$ cat src/rtl/fifo_pkg.sv
// Shared definitions for FIFO-side blocks: buffered-word occupancy encoding and
// the default word width.
package fifo_pkg;

  localparam int FIFO_DATA_W = 8;

  typedef enum logic [1:0] {
    OCC_EMPTY = 2'd0,
    OCC_ONE   = 2'd1,
    OCC_TWO   = 2'd2
  } occ_e;

  // Words already buffered plus the one still in flight from the FIFO.
  function automatic logic [1:0] occ_pending(input occ_e occ, input logic inflight);
    return 2'(occ) + {1'b0, inflight};
  endfunction

endpackage

$ cat src/rtl/fifo_stream_reader.sv
// Pops words from a registered-output FIFO and presents them on a valid/ready
// stream, using a two-entry buffer (OUT + SKID) to hide the FIFO read latency.
module fifo_stream_reader
  import fifo_pkg::*;
#(
  parameter int DATA_WIDTH = FIFO_DATA_W
) (
  input  logic                  clk,
  input  logic                  rst,
  input  logic                  fifo_empty,
  input  logic [DATA_WIDTH-1:0] fifo_dout,
  output logic                  fifo_rd_en,
  output logic                  m_valid,
  input  logic                  m_ready,
  output logic [DATA_WIDTH-1:0] m_data,
  output logic [1:0]            occupancy
);

  occ_e                  r_occ;
  occ_e                  w_occ_nxt;
  logic                  r_inflight;
  logic                  r_valid;
  logic [DATA_WIDTH-1:0] r_out;
  logic [DATA_WIDTH-1:0] r_skid;
  logic [DATA_WIDTH-1:0] w_out_nxt;
  logic [DATA_WIDTH-1:0] w_skid_nxt;
  logic                  w_pop;
  logic                  w_cap;
  logic [1:0]            w_pending;

  assign w_pop     = r_valid && m_ready;
  assign w_cap     = r_inflight;
  assign w_pending = occ_pending(r_occ, r_inflight);

  // Only issue a read if a slot is guaranteed free when the data lands.
  assign fifo_rd_en = !rst && !fifo_empty &&
                      ((w_pending < 2'd2) || ((w_pending == 2'd2) && w_pop));

  always_comb begin
    w_occ_nxt  = r_occ;
    w_out_nxt  = r_out;
    w_skid_nxt = r_skid;
    case (r_occ)
      OCC_EMPTY: begin
        if (w_cap) begin
          w_occ_nxt = OCC_ONE;
          w_out_nxt = fifo_dout;
        end
      end
      OCC_ONE: begin
        if (w_cap && w_pop) begin
          w_out_nxt = fifo_dout;
        end else if (w_cap) begin
          w_occ_nxt  = OCC_TWO;
          w_skid_nxt = fifo_dout;
        end else if (w_pop) begin
          w_occ_nxt = OCC_EMPTY;
        end
      end
      OCC_TWO: begin
        if (w_pop) begin
          w_out_nxt = r_skid;
          if (w_cap) w_skid_nxt = fifo_dout;
          else       w_occ_nxt  = OCC_ONE;
        end
      end
      default: w_occ_nxt = OCC_EMPTY;
    endcase
  end

  always_ff @(posedge clk or posedge rst) begin
    if (rst) begin
      r_occ      <= OCC_EMPTY;
      r_inflight <= 1'b0;
      r_valid    <= 1'b0;
      r_out      <= '0;
      r_skid     <= '0;
    end else begin
      r_occ      <= w_occ_nxt;
      r_inflight <= fifo_rd_en;
      r_valid    <= (w_occ_nxt != OCC_EMPTY);
      r_out      <= w_out_nxt;
      r_skid     <= w_skid_nxt;
    end
  end

  assign m_valid   = r_valid;
  assign m_data    = r_out;
  assign occupancy = 2'(r_occ);

endmodule
$ cat config.mk
export PLATFORM = sky130hd
export DESIGN_NAME = fifo_stream_reader
export DESIGN_NICKNAME = d
export VERILOG_FILES = /design/src/rtl/fifo_pkg.sv /design/src/rtl/fifo_stream_reader.sv
export SDC_FILE = /design/constraint.sdc
export NUM_CORES = 1
export LEC_CHECK = 0
export BUFFER_PORTS_ARGS = -buffer_cell sky130_fd_sc_hd__buf_4
export CAP_MARGIN = 20
export CORE_UTILIZATION = 40
export CTS_CLUSTER_SIZE = 16
export DETAILED_ROUTE_END_ITERATION = 12
export PLACE_DENSITY = 0.71
export REMOVE_ABC_BUFFERS = 1
export SKIP_LAST_GASP = 1
export SYNTH_ARGS = -nofsm -noshare
export SYNTH_HDL_FRONTEND = slang
export SYNTH_SLANG_ARGS = --single-unit
$ cat constraint.sdc
create_clock -name clk -period 1.8 [get_ports clk]
set_clock_uncertainty 0.2 [all_clocks]
set_input_delay 0 -clock clk [delete_from_list [all_inputs] [get_ports clk]]
set_output_delay 0 -clock clk [all_outputs]
set_load 0.05 [all_outputs]
==> results.py <==
metrics = {
    "synthesis": {
        "synth-edff-count": 0,
        "synth_area_leaders": "dfrtp_1 (47%), mux2_2 (17%), mux2_4 (11%)",
        "synth_top_cell_by_area": "dfrtp_1",
        "postSynth.asyncResetShare_pct": 100,
        "yosys_warnings": 0,
        "seq_area_frac_synth_pct": 47.3,
        "synth_common_cells": "dfrtp_1 (20), mux2_2 (16), mux2_4 (8)",
        "synth.most_common_cell": "dfrtp_1",
        "synth_top_area_share_pct": 47.3,
        "syn_avg_cell_area_um2": 13.9,
        "synth_cell_types": 24,
        "ys.flop_type": "dfrtp_1",
        "netlist_area_mm2": 0.00106,
        "syn_inst": 76,
        "synth.ff_latch_count": 20,
    },
    "power_and_ir_drop": {
        "total_power_uw": 2560,
        "leakage_uw": 0.000717,
        "power_density_mw_per_mm2": 1670,
        "vdd_drop_max_mv": 0.924,
    },
    "critical_path": {
        "reg2reg_from": "m_valid$_DFF_PP0_",
        "endpoint_kind": "register",
        "reg2reg_slack_ns": 0.03,
        "setup.worst_path.start_class": "register",
        "crit_required_ns": 1.79,
        "crit_path_cell_trace": "nand2_2 -> nor3b_2 -> o21ai_4 -> buf_4 -> mux2_2",
        "crit_slowest_cell": "dfrtp_1",
        "critPathArrivalTime_ns": 1.76,
        "path_class": "register to register",
        "critical_path.max_stage_delay_ns": 0.45,
        "r2r_cells": 5,
        "cp_max_fo": 7,
        "r2r-end": "r_skid[5]$_DFFE_PP0P_",
    },
    "place": {
        "hpwlAfterDp_um": 1340,
        "gp_congestion": 0.770,
        "placed_area_mm2": 0.00128,
        "io_buffers": 23,
    },
    "clock_network": {
        "clockBufferDepth": 2,
        "cts_buffers": 3,
        "cts_tree": "built",
        "htree_levels": 1,
        "clk-insertion-delay-late_ns": 0.30,
        "root_buffer": "clkbuf_4",
        "cts_sinks": 20,
        "clk_pin_slew_ns": 0.10,
    },
    "routing": {
        "avgViaCountPerCell": 4.93,
        "first_pass_iters": 3,
        "drc_errors": 0,
        "antenna_left": 0,
        "wirelength_um": 2070,
        "wl_per_cell_um": 13.5,
        "vias": 755,
        "drt-initial-drc-count": 2,
    },
    "min_path": {
        "hold_path.class": "primary input to async pin",
    },
    "floorplan": {
        "core_mm2": 0.00250,
        "std_cell_rows": 18,
        "fp.dieW_um": 53.4,
        "die_area_mm2": 0.00286,
        "initial_utilization_pct": 42.3,
        "dieHeight_um": 53.4,
        "io_pins": 24,
    },
    "global_routing": {
        "track_usage_pct": 15.7,
        "grt_overflow": 0,
        "grt_pass1_wl_um": 3110,
        "grt_max_degree": 21,
        "grt_pass1_vias": 724,
        "antenna_found_initial": 0,
    },
    "sta": {
        "slew_headroom_pct": 49.1,
        "hold_viol": 0,
        "drv_slew": 0,
        "finalCritPeriodShare_pct": 98.3,
        "min_period_ns": 1.77,
        "max_slew.worst_pin.slew_ns": 0.763,
        "finalSetupViolCount": 0,
        "rsz0062_at_grt": "true",
        "timing.fmax_mhz": 565,
    },
    "run_status": {
        "status": "complete, no violations",
    },
    "final_layout": {
        "fin_nets": 140,
        "drive_gt1_share_pct": 62.6,
        "antenna_cells": 0,
        "n_fill_cell": 202,
        "synthToLayoutAreaGrowth_pct": 44.6,
        "final_area_mm2": 0.00153,
    },
    "run": {
        "cap_violations": 0,
    },
}
-- per-stage QoR --
step           std cells  util, %  TNS (ns)  hold slack (ns)  setup slack (ns)
2_1_floorplan         73        -     -7.80           -0.236             -1.12
3_3_place_gp         131     51.1         0          -0.0287            0.0655
3_5_place_dp         131     51.1         0          -0.0290            0.0464
4_1_cts              147     58.1    -0.123            0.180           -0.0267
5_1_grt              153     61.2    -0.333            0.195           -0.0715
6_report             153     61.2         0            0.202            0.0299
-- placed cells by master, fill, tap and decap left out, drive strengths merged --
| cell | Yosys | final |
|---|---|---|
| a21o | 1 | 1 |
| a21oi | 1 | 1 |
| a221oi | 1 | 1 |
| a31oi | 1 | 1 |
| buf | 3 | 36 |
| clkbuf | 0 | 3 |
| dfrtp | 20 | 20 |
| dlygate4sd3 | 0 | 11 |
| ha | 3 | 3 |
| inv | 3 | 3 |
| mux2 | 24 | 24 |
| nand2 | 1 | 1 |
| nand2b | 1 | 1 |
| nand4b | 1 | 1 |
| nor2 | 5 | 5 |
| nor3 | 2 | 2 |
| nor3b | 2 | 2 |
| o21ai | 4 | 4 |
| or3 | 1 | 1 |
| xnor2 | 2 | 2 |
-- cell families (layout without fill, tap and decap cells) --
| kind of cell | after synthesis | in the layout | share of synthesized area (%) |
|---|---|---|---|
| mux | 24 | 24 | 28.4 |
| compound gates | 8 | 8 | 7.33 |
| fa+ha+maj | 3 | 3 | 3.55 |
| buf+inv | 6 | 53 | 3.90 |
| simple gates | 13 | 13 | 7.92 |
| xor+xnor | 2 | 2 | 1.66 |
| flops | 20 | 20 | 47.3 |
-- per-layer routing --
| layer | vias to the layer above | global-route usage [%] | part of all wire, % |
|---|---|---|---|
| li1 | 362 | - | - |
| met1 | 372 | 17.7 | 44 |
| met2 | 18 | 27.5 | 51 |
| met3 | 3 | 6.32 | 4.0 |
| met4 | 0 | 3.07 | 0.53 |
| met5 | - | 0 | 0 |
-- timing repair --
item,CTS,global route
setup endpoints to repair,1,17
resized for setup,7,6
pin swaps,5,5
hold buffers,11,0
hold endpoints to repair,39,0
buffers inserted,2,6
-- report_power, final --
| group | switching [µW] | internal, µW |
|---|---|---|
| clock | 128 | 78.1 |
| sequential | 139 | 666 |
| combinational | 846 | 706 |
| total | 1110 | 1450 |
-- sequential cells by signal, summed over array words and instances, names as in the netlist --
signal,count
m_data,8
r_skid,8
occupancy,2
m_valid,1
r_inflight,1
-- how the worst max path moves through the flow --
stage | cells past startpoint | endpoint | start | slack (ns)
after floorplan | 5 | r_inflight$_DFF_PP0_ | occupancy[0]$_DFF_PP0_ | -1.12
after global placement | 4 | r_skid[2]$_DFFE_PP0P_ | m_valid$_DFF_PP0_ | 0.07
after detailed placement | 4 | r_skid[2]$_DFFE_PP0P_ | m_valid$_DFF_PP0_ | 0.05
after CTS | 6 | fifo_rd_en | occupancy[0]$_DFF_PP0_ | -0.03
after global routing | 6 | fifo_rd_en | occupancy[0]$_DFF_PP0_ | -0.07
final | 5 | r_skid[5]$_DFFE_PP0P_ | m_valid$_DFF_PP0_ | 0.03
-- worst max-delay path: cells and delay by family (launching register included) --
kind,cells,cell delay [ns]
flip-flops,1,0.45
multiplexers,1,0.33
AO/OA/AOI/OAI,1,0.17
AND/OR/NAND/NOR,2,0.36
buffers and inverters,1,0.15
-- area by class of cell --
cell class | instances | area (µm²) | area share (%)
inverters | 3 | 11.3 | 0.736
clock buffers | 3 | 22.5 | 1.47
well taps | 30 | 37.5 | 2.45
multi-input cells | 50 | 559 | 36.5
repair buffers | 47 | 399 | 26.1
flip-flops and latches | 20 | 500 | 32.7
No activity file was read; power rests on OpenSTA's default activity.
